**src/rtl/logicprobe_pkg.sv**
```systemverilog
// Shared constants and types for the logic-probe serial dump link.
// Used by the transmitter, the sampler and the receive side.
package logicprobe_pkg;

    localparam int unsigned LP_CLKS_PER_BIT = 1303;
    localparam int unsigned LP_WORD_BYTES   = 16;
    localparam int unsigned LP_TRACE_WORDS  = 512;
    localparam int unsigned LP_CHANNELS     = 128;

    // One channel sample; channel 127 sits in the MSB.
    typedef logic [LP_CHANNELS-1:0] lp_word_t;

    typedef enum logic [1:0] {
        RX_IDLE,
        RX_START,
        RX_DATA,
        RX_STOP
    } rx_state_t;

endpackage

```
**src/rtl/logicprobe_uart_rx.sv**
```systemverilog
// 8N1 byte receiver: input synchroniser, bit FSM, byte strobe and sticky framing error.
// With LOGICPROBE_RCV_TIMEOUT_EN an idle indication is exported for word resync.
import logicprobe_pkg::*;

module logicprobe_uart_rx #(
    parameter int unsigned CLKS_PER_BIT = LP_CLKS_PER_BIT
) (
    input  logic       clock,
    input  logic       reset,
    input  logic       i_serial_in,
`ifdef LOGICPROBE_RCV_TIMEOUT_EN
    output logic       o_rx_idle_c,
`endif
    output logic       o_byte_valid,
    output logic [7:0] o_byte_data,
    output logic       o_frame_err
);

    localparam int unsigned CNT_W     = $clog2(CLKS_PER_BIT);
    localparam int unsigned HALF_LOAD = CLKS_PER_BIT / 2 - 1;
    localparam int unsigned FULL_LOAD = CLKS_PER_BIT - 1;

    rx_state_t        r_state, w_state_d;
    logic [1:0]       r_sync;
    logic [CNT_W-1:0] r_cnt, w_cnt_d;
    logic [2:0]       r_bit_idx, w_bit_idx_d;
    logic [7:0]       r_shift, w_shift_d;
    logic             r_armed, w_armed_d;
    logic             r_byte_valid, w_byte_valid_d;
    logic [7:0]       r_byte_data, w_byte_data_d;
    logic             r_frame_err, w_frame_err_d;
    logic             w_s;

    assign w_s = r_sync[1];

    // State and datapath registers
    always_ff @(posedge clock) begin
        if (reset) begin
            r_state      <= RX_IDLE;
            r_sync       <= 2'b11;
            r_cnt        <= '0;
            r_bit_idx    <= '0;
            r_shift      <= '0;
            r_armed      <= 1'b0;
            r_byte_valid <= 1'b0;
            r_byte_data  <= '0;
            r_frame_err  <= 1'b0;
        end else begin
            r_state      <= w_state_d;
            r_sync       <= {r_sync[0], i_serial_in};
            r_cnt        <= w_cnt_d;
            r_bit_idx    <= w_bit_idx_d;
            r_shift      <= w_shift_d;
            r_armed      <= w_armed_d;
            r_byte_valid <= w_byte_valid_d;
            r_byte_data  <= w_byte_data_d;
            r_frame_err  <= w_frame_err_d;
        end
    end

    // Next-state and outputs; r_armed blocks re-triggering on a line held low
    always_comb begin
        w_state_d      = r_state;
        w_cnt_d        = r_cnt;
        w_bit_idx_d    = r_bit_idx;
        w_shift_d      = r_shift;
        w_armed_d      = r_armed;
        w_byte_valid_d = 1'b0;
        w_byte_data_d  = r_byte_data;
        w_frame_err_d  = r_frame_err;
        case (r_state)
            RX_IDLE: begin
                if (!r_armed) begin
                    w_armed_d = w_s;
                end else if (!w_s) begin
                    w_armed_d = 1'b0;
                    w_cnt_d   = CNT_W'(HALF_LOAD);
                    w_state_d = RX_START;
                end
            end
            RX_START: begin
                if (r_cnt == '0) begin
                    if (!w_s) begin
                        w_cnt_d     = CNT_W'(FULL_LOAD);
                        w_bit_idx_d = '0;
                        w_state_d   = RX_DATA;
                    end else begin
                        w_state_d = RX_IDLE;
                    end
                end else begin
                    w_cnt_d = r_cnt - CNT_W'(1);
                end
            end
            RX_DATA: begin
                if (r_cnt == '0) begin
                    w_shift_d = {w_s, r_shift[7:1]};
                    w_cnt_d   = CNT_W'(FULL_LOAD);
                    if (r_bit_idx == 3'd7) begin
                        w_state_d = RX_STOP;
                    end else begin
                        w_bit_idx_d = r_bit_idx + 3'd1;
                    end
                end else begin
                    w_cnt_d = r_cnt - CNT_W'(1);
                end
            end
            RX_STOP: begin
                if (r_cnt == '0) begin
                    if (w_s) begin
                        w_byte_valid_d = 1'b1;
                        w_byte_data_d  = r_shift;
                    end else begin
                        w_frame_err_d = 1'b1;
                    end
                    w_state_d = RX_IDLE;
                end else begin
                    w_cnt_d = r_cnt - CNT_W'(1);
                end
            end
            default: begin
                w_state_d = RX_IDLE;
            end
        endcase
    end

`ifdef LOGICPROBE_RCV_TIMEOUT_EN
    assign o_rx_idle_c = (r_state == RX_IDLE);
`endif
    assign o_byte_valid = r_byte_valid;
    assign o_byte_data  = r_byte_data;
    assign o_frame_err  = r_frame_err;

endmodule

```
**src/rtl/logicprobe_rcv.sv**
```systemverilog
// Logic-probe dump receiver: bytes -> 128-bit samples with valid/ready handoff and trace counting.
// Define LOGICPROBE_RCV_TIMEOUT_EN to drop a partial word after a long idle gap.
import logicprobe_pkg::*;

module logicprobe_rcv #(
    parameter int unsigned CLKS_PER_BIT    = LP_CLKS_PER_BIT,
`ifdef LOGICPROBE_RCV_TIMEOUT_EN
    parameter int unsigned TIMEOUT_BITS    = 20,
`endif
    parameter int unsigned WORDS_PER_TRACE = LP_TRACE_WORDS
) (
    input  logic                   clock,
    input  logic                   reset,
    input  logic                   i_serial_in,
    output logic                   o_byte_valid,
    output logic [7:0]             o_byte_data,
    output logic                   o_word_valid,
    input  logic                   i_word_ready,
    output logic [LP_CHANNELS-1:0] o_word_data,
    output logic [8:0]             o_word_index,
    output logic                   o_done,
    output logic                   o_frame_err,
    output logic                   o_overrun
);

    localparam int unsigned BYTES_PER_WORD = LP_WORD_BYTES;
    localparam int unsigned ASSY_W         = (BYTES_PER_WORD - 1) * 8;
    localparam int unsigned BCNT_W         = 4;
    localparam int unsigned IDX_W          = 9;

    logic              w_byte_valid;
    logic [7:0]        w_byte_data;
    logic              w_frame_err;
    logic              w_timeout;
    logic              w_accept;
    logic              w_last_accept;
    logic              w_word_complete;
    logic              w_load;
    logic              w_overrun;

    logic [ASSY_W-1:0] r_assy;
    logic [BCNT_W-1:0] r_byte_cnt;
    lp_word_t          r_word_data;
    logic              r_word_valid;
    logic [IDX_W-1:0]  r_word_cnt;
    logic              r_done;
    logic              r_overrun;

`ifdef LOGICPROBE_RCV_TIMEOUT_EN
    logic w_rx_idle;
`endif

    logicprobe_uart_rx #(
        .CLKS_PER_BIT (CLKS_PER_BIT)
    ) u_uart_rx (
        .clock        (clock),
        .reset        (reset),
        .i_serial_in  (i_serial_in),
`ifdef LOGICPROBE_RCV_TIMEOUT_EN
        .o_rx_idle_c  (w_rx_idle),
`endif
        .o_byte_valid (w_byte_valid),
        .o_byte_data  (w_byte_data),
        .o_frame_err  (w_frame_err)
    );

    // Handshake decode; an accept in the completion cycle frees the holding register
    always_comb begin
        w_accept        = r_word_valid && i_word_ready;
        w_last_accept   = w_accept && (r_word_cnt == IDX_W'(WORDS_PER_TRACE - 1));
        w_word_complete = w_byte_valid && !r_done &&
                          (r_byte_cnt == BCNT_W'(BYTES_PER_WORD - 1));
        w_load          = w_word_complete && (!r_word_valid || w_accept) && !w_last_accept;
        w_overrun       = w_word_complete && r_word_valid && !w_accept;
    end

`ifdef LOGICPROBE_RCV_TIMEOUT_EN
    localparam int unsigned IDLE_LIMIT = TIMEOUT_BITS * CLKS_PER_BIT;
    localparam int unsigned IDLE_W     = $clog2(IDLE_LIMIT + 1);

    logic [IDLE_W-1:0] r_idle_cnt;
    logic              w_idle_run;

    assign w_idle_run = w_rx_idle && (r_byte_cnt != '0) && !w_byte_valid;
    assign w_timeout  = w_idle_run && (r_idle_cnt >= IDLE_W'(IDLE_LIMIT));

    // Idle gap counter while a partial word is pending
    always_ff @(posedge clock) begin
        if (reset || !w_idle_run || w_timeout) begin
            r_idle_cnt <= '0;
        end else begin
            r_idle_cnt <= r_idle_cnt + IDLE_W'(1);
        end
    end
`else
    assign w_timeout = 1'b0;
`endif

    // Byte assembly, word holding register and trace counters
    always_ff @(posedge clock) begin
        if (reset) begin
            r_assy       <= '0;
            r_byte_cnt   <= '0;
            r_word_data  <= '0;
            r_word_valid <= 1'b0;
            r_word_cnt   <= '0;
            r_done       <= 1'b0;
            r_overrun    <= 1'b0;
        end else begin
            if (w_byte_valid && !r_done) begin
                r_assy     <= {r_assy[ASSY_W-9:0], w_byte_data};
                r_byte_cnt <= w_word_complete ? '0 : r_byte_cnt + BCNT_W'(1);
            end else if (w_timeout) begin
                r_byte_cnt <= '0;
            end

            if (w_load) begin
                r_word_data  <= {r_assy, w_byte_data};
                r_word_valid <= 1'b1;
            end else if (w_accept) begin
                r_word_valid <= 1'b0;
            end

            if (w_accept) begin
                if (w_last_accept) begin
                    r_done <= 1'b1;
                end else begin
                    r_word_cnt <= r_word_cnt + IDX_W'(1);
                end
            end

            if (w_overrun) begin
                r_overrun <= 1'b1;
            end
        end
    end

    assign o_byte_valid = w_byte_valid;
    assign o_byte_data  = w_byte_data;
    assign o_frame_err  = w_frame_err;
    assign o_word_valid = r_word_valid;
    assign o_word_data  = r_word_data;
    assign o_word_index = r_word_cnt;
    assign o_done       = r_done;
    assign o_overrun    = r_overrun;

endmodule

```
**config.mk**
```make
export PLATFORM = sky130hd
export DESIGN_NAME = logicprobe_rcv
export DESIGN_NICKNAME = d
export VERILOG_FILES = /design/src/rtl/logicprobe_pkg.sv /design/src/rtl/logicprobe_uart_rx.sv /design/src/rtl/logicprobe_rcv.sv
export SDC_FILE = /design/constraint.sdc
export NUM_CORES = 1
export LEC_CHECK = 0
export CORE_ASPECT_RATIO = 1.1
export CORE_UTILIZATION = 50
export CTS_BUF_LIST = sky130_fd_sc_hd__clkbuf_4
export CTS_CLUSTER_DIAMETER = 200
export DETAILED_ROUTE_END_ITERATION = 8
export PLACE_DENSITY_LB_ADDON = 0.08
export SETUP_SLACK_MARGIN = 0.1
export SLEW_MARGIN = 20
export SYNTH_ARGS = -nofsm -noshare
export SYNTH_HDL_FRONTEND = slang
export SYNTH_HIERARCHICAL = 1
export SYNTH_SLANG_ARGS = --single-unit
```
**constraint.sdc**
```tcl
create_clock -name clock -period 2.1 [get_ports clock]
set_input_delay 0.42 -clock clock [delete_from_list [all_inputs] [get_ports clock]]
set_output_delay 0.42 -clock clock [all_outputs]
set_load 0.05 [all_outputs]
```
* Word level (Yosys, flattened, before mapping)
Index checks and enable logic that the tools add are counted.
** Operators by class
- Add/sub/neg operators :: 4
- Eq/ne operators :: 16
- Multiplexer cells :: 25
- Bitwise logic cells :: 4
- Reduce and logical (&&, ||, !) cells :: 26
** Operator list (count)
- 11-bit two-way mux :: 6
- 11-bit one-hot mux with 4 select lines :: 1
- 2-bit two-way mux :: 7
- 3-bit two-way mux :: 4
- 11-bit zero test :: 1
- 11-bit by 1-bit subtractor with 11-bit output (second input constant) :: 1
- 2-bit by 1-bit != test with 1-bit output (second input constant) :: 5
- 9-bit by 1-bit adder with 9-bit output (second input constant) :: 1
- 9-bit equality test (second input constant) :: 1
- 1-bit logical AND :: 8
- 2-bit != test (second input constant) :: 4
- 2-bit one-hot mux with 4 select lines :: 1
- 3-bit one-hot mux with 2 select lines :: 1
- 2-bit AND reduction :: 3
- 3-bit AND reduction :: 2
- 6-bit AND reduction :: 1
- 5-bit AND reduction :: 1
- 4-bit by 1-bit adder with 4-bit output (second input constant) :: 1
- 2-bit equality test (second input constant) :: 2
- 4-bit equality test (second input constant) :: 1
- 1-bit zero test :: 4
- 1-bit two-way mux :: 4
- 4-bit two-way mux :: 1
- 1-bit inverter :: 4
- 9 further kinds :: 10
** Storage, ports and cells
- Bits in registers :: 301
- Input bits :: 4

* Depth between registers and ports, before layout
- Depth after elaboration :: 6
- Gate-level depth with buffers :: 9
- Depth with buffers taken out :: 7

* By module
The synthesis kept the hierarchy.
** Modules (own cells, without submodules)
- logicprobe_rcv :: instances 1, cells an instance 1154, area each 10612.7 um^2, seq. area each 5285.1 um^2
- logicprobe_uart_rx :: instances 1, cells an instance 233, area each 2008.2 um^2, seq. area each 740.7 um^2

* Worst setup path before layout
No wires, ideal clock.
- Path type :: reg-to-reg
- Start :: register r_word_cnt[0], in the netlist o_word_index[0]
- End :: register r_word_data[7], in the netlist o_word_data[7]
- Setup time :: 72 ps
- Arrival :: 2141 ps
- Data required time :: 2028 ps
- Slack :: -113 ps
- Cell stages (with the launch flop) :: 10
- Path buffers :: 2
- Clock period less this slack :: 2213 ps
- Cells stage by stage :: dfxtp_1 ha_1 nand3_1 nor2_1 ha_1 nand2b_1 a211oi_4 buf_8 buf_12 mux2i_1
** On the way
- Longest elaborated chain between the ends :: 4
** RTL lines
- from (decl) :: RTL line logicprobe_rcv.sv:45 : logic [IDX_W-1:0] r_word_cnt;
- from (signal assigned) :: RTL line logicprobe_rcv.sv:128 : r_word_cnt <= r_word_cnt + IDX_W'(1);
- 9-bit equality test :: RTL line logicprobe_rcv.sv:70 : w_last_accept = w_accept && (r_word_cnt == IDX_W'(WORDS_PER_TRACE - 1));
- 1-bit logical AND :: RTL line logicprobe_rcv.sv:70
- 1-bit zero test :: RTL line logicprobe_rcv.sv:73 : w_load = w_word_complete && (!r_word_valid || w_accept) && !w_last_accept;
- 1-bit logical AND :: RTL line logicprobe_rcv.sv:73
- to (signal assigned) :: RTL line logicprobe_rcv.sv:118 : r_word_data <= {r_assy, w_byte_data};
- to (decl) :: RTL line logicprobe_rcv.sv:43 : lp_word_t r_word_data;
No other way between the ends.
A chain may end at the register's enable or synchronous reset.

* Worst setup path after layout
- Start :: register r_word_cnt[0], in the netlist o_word_index[0]
- End :: register r_word_data[101], in the netlist o_word_data[101]
Same word-level chain as after synthesis.

==> impl_metrics.yaml <==
yosys:
  synth-edff-count: 0
  ys_async_sr_fraction_pct: 0
  post_synth_num_cell_types: 64
  syn_avg_cell_area_um2: 9.099
  syn_nets: 1403
  post_synth_inst_count: 1387
  synth_seq_area_share_pct: 47.74
  postSynthRegisterBits: 301
  yosysWarnings: 6
  netlist_area_um2: 12620
  yosys_most_used_dff: "dfxtp_1"
hold_path:
  holdCritPathClass: "in2reg"
final_layout:
  layout_commonest_cell: "dfxtp_1"
  area_of_all_placed_cells_without_fillers_um2: 16080
  multi_input_comb_area_um2: 5997
  regArea_um2: 6036
  fillers: 2147
  syn_to_final_growth_pct: 27.38
  final_net_count: 1608
  post_route_cells_drive_above_1_share_pct: 20.27
  layout.cells.most_common_list: "297 x dfxtp_1, 261 x nand2_1, 259 x nand2b_1"
power_and_ir_drop:
  cellPowerDensity_nw_per_um2: 806.1
  ir_worst_vdd_mv: 0.5206
  net-switching-power_uw: 3243
  static-leakage-power_uw: 0.005576
  power_frac_clock_pct: 43.8
  share_comb_of_total_power_pct: 11.1
  power_frac_seq_pct: 45.1
  cellInternalPower_uw: 9716
  sw_frac_of_total_pct: 25.03
routing:
  via_per_inst: 5.144
  drtIter0Drc: 601
  vias: 10080
  antenna_violating_nets_post_route: 0
  drt_wl_total_um: 29850
  post_drt_wl_per_cell_um: 15.24
  drt_pre_antenna_iters: 6
  drcViolationCount: 0
timing:
  report.final.hold_viol_count: 0
  max_freq_mhz: 508.0
  holdWs_ns: 0.1173
  worst_pin_slew_ns: 0.8826
  report.final.slew_viol_count: 0
  total_negative_slack_ns: 0
  slew-limit-headroom_pct: 40.62
  grt_setup_unrepaired: "true"
  timing.final.setup_violations: 0
  layout_worst_path_cycle_share_pct: 93.73
  timing.clock.skew_ns: 0.03557
  finalCriticalPeriod_ns: 1.968
  timing.final.ws_setup_ns: 0.1317
placed_design:
  post-place-ws_ns: 0.01074
  placedInstanceArea_um2: 14420
  place_congestion: 0.8280
  port-buffer-count: 153
  post_detailed_placement_half_perimeter_wirelength_um: 18080
setup_path:
  critical_path.cell_chain: "ha_4 -> nand3_2 -> nor2_2 -> ha_2 -> nand2b_4 -> a211oi_4 -> buf_6 -> buf_12 -> buf_12 -> buf_12 -> mux2i_4"
  critical_path.startpoint_type: "flip-flop"
  worstPathArrival_ns: 2.56
  critPathCaptureType: "flip-flop"
  cp_slowest_cell: "dfxtp_4"
  cp_max_fo: 6
  most_numerous_cell_on_the_critical_path: "buf_12"
  start_to_end_type_of_the_worst_setup_path: "reg2reg"
  required_time_reported_for_the_critical_path_endpoint_ns: 2.70
  cpPeakStageDelay_ns: 0.35
global_route:
  antenna_found_initial: 1
  track_usage_pct: 22.50
  number_of_global_route_vias_before_repair: 9418
  wire_length_of_the_first_global_routing_pass_um: 47690
  grt_max_degree: 143
  grt_remaining_overflow: 0
cts:
  maximum_level_of_the_cts_h_tree: 3
  clk_pin_slew_worst_paths_ns: 0.06
  cts-root-buf: "clkbuf_4"
  tritoncts: "done"
  clk_latency_ns: 0.67
  clock_path_buffers: 3
  cts_sinks: 301
  cts_buffers: 81
floorplanning:
  floorplan.die_area_um2: 25880
  placement_rows: 60
  die_height_um: 168.6
  io-pin-count: 154
  coreArea_um2: 24620
  starting_utilization_of_the_core_area_pct: 51.26
  die_w_um: 153.5
job:
  maxCapViolCount: 0
outcome:
  status: "complete, no violations"
[routing by layer]
metal  wire length (µm)  global-route usage [%]  vias to the layer above
li1                   -                       -                     5081
met1              13770                   29.72                     4704
met2              13980                   35.89                      253
met3               1666                   5.248                       39
met4                438                   8.087                        0
met5                  0                       0                        -
[state kept, by name, indices dropped and copies added (netlist names), named ones only]
register                flops
r_byte_cnt                  4
u_uart_rx/r_bit_idx         3
u_uart_rx/r_state           1
o_overrun                   1
u_uart_rx/o_byte_valid      1
o_word_data               128
o_done                      1
u_uart_rx/r_sync            2
r_assy                    120
u_uart_rx/r_shift           8
u_uart_rx/r_armed           1
u_uart_rx/o_frame_err       1
u_uart_rx/r_cnt            11
o_word_valid                1
u_uart_rx/o_byte_data       8
o_word_index                9
[cell type report]
class	count	area share, %
antenna	1	0.01557
sequential	301	37.54
inverter	17	0.3969
timing repair buffer	227	15.30
multi-input combinational	964	37.30
clock inverter	12	1.097
tap	310	2.413
clock buffer	127	5.930
[worst paths after layout]
path,from,endpoint,slack [ns],cells after the start
min reg2reg,u_uart_rx/r_sync[0],u_uart_rx/r_sync[1],0.43,1
max reg2reg,o_word_index[0],o_word_data[101],0.13,11
min,reset,r_assy[86],0.12,2
max,o_word_index[0],o_word_data[101],0.13,11
[repair_timing]
action / in CTS / in global routing
gates cloned: 9 / 3
resized for setup: 346 / 47
hold buffers: 0 / 0
endpoints found under the setup margin: 264 / 147
setup buffers: 13 / 2
pin swaps: 3 / 9
[worst max-delay path, delay by kind of cell (launching register included)]
family | cells | cell delay [ns]
flops | 1 | 0.35
mux | 1 | 0.21
simple gates | 3 | 0.26
compound gates | 1 | 0.24
buf+inv | 4 | 0.53
fa+ha+maj | 2 | 0.34
[logic make-up after synthesis]
| kind of cell | count (synthesis) | share of synthesized area, % |
|---|---|---|
| flops | 301 | 47.74 |
| buf+inv | 122 | 5.482 |
| xor+xnor | 3 | 0.2082 |
| mux | 131 | 10.39 |
| simple gates | 605 | 24.85 |
| fa+ha+maj | 12 | 1.190 |
| compound gates | 213 | 10.13 |
[power groups by stage]
stage	Clock [µW]	Sequential (µW)	Combinational, µW
after floorplan	0	5930	921
after global placement	0	5970	1320
after detailed placement	0	5960	1320
after CTS	5850	5840	1350
after global routing	6200	5840	1550
final	5680	5840	1440
[cell usage after synthesis (3+ instances only)]
| cell type | instances | area, µm² |
|---|---|---|
| nand2b_1 | 261 | 1633 |
| clkbuf_1 | 58 | 217.7 |
| a31o_1 | 8 | 70.07 |
| a311oi_1 | 10 | 87.58 |
| buf_1 | 9 | 33.78 |
| nor2_1 | 17 | 63.81 |
| xor2_1 | 3 | 26.28 |
| o21ai_0 | 6 | 30.03 |
| buf_6 | 3 | 33.78 |
| o21ai_1 | 4 | 20.02 |
| a31oi_1 | 6 | 37.54 |
| dfxtp_1 | 301 | 6026 |
| a21o_1 | 3 | 22.52 |
| nand3b_1 | 3 | 22.52 |
| inv_1 | 17 | 63.81 |
| o31ai_1 | 3 | 22.52 |
| nand3_1 | 17 | 85.08 |
| ha_1 | 12 | 150.1 |
| a21oi_1 | 145 | 725.7 |
| mux2i_1 | 131 | 1311 |
| nand4_1 | 8 | 50.05 |
| nor3_1 | 5 | 25.02 |
| o211ai_1 | 8 | 60.06 |
| buf_4 | 3 | 22.52 |
| buf_12 | 10 | 200.2 |
| buf_2 | 21 | 105.1 |
| nand2_1 | 261 | 979.7 |
| nor4_1 | 3 | 18.77 |
| or4_1 | 5 | 37.54 |
[per-stage QoR]
stage / total power (µW) / cells / util (%)
3_5_place_dp: 7286 / 1792 / 58.57
4_1_cts: 13030 / 1953 / 65.18
3_3_place_gp: 7289 / 1792 / 58.57
6_report: 12960 / 1959 / 65.29
2_1_floorplan: 6853 / 1387 / -
5_1_grt: 13590 / 1959 / 65.29
No activity file was read; power rests on OpenSTA's default activity.
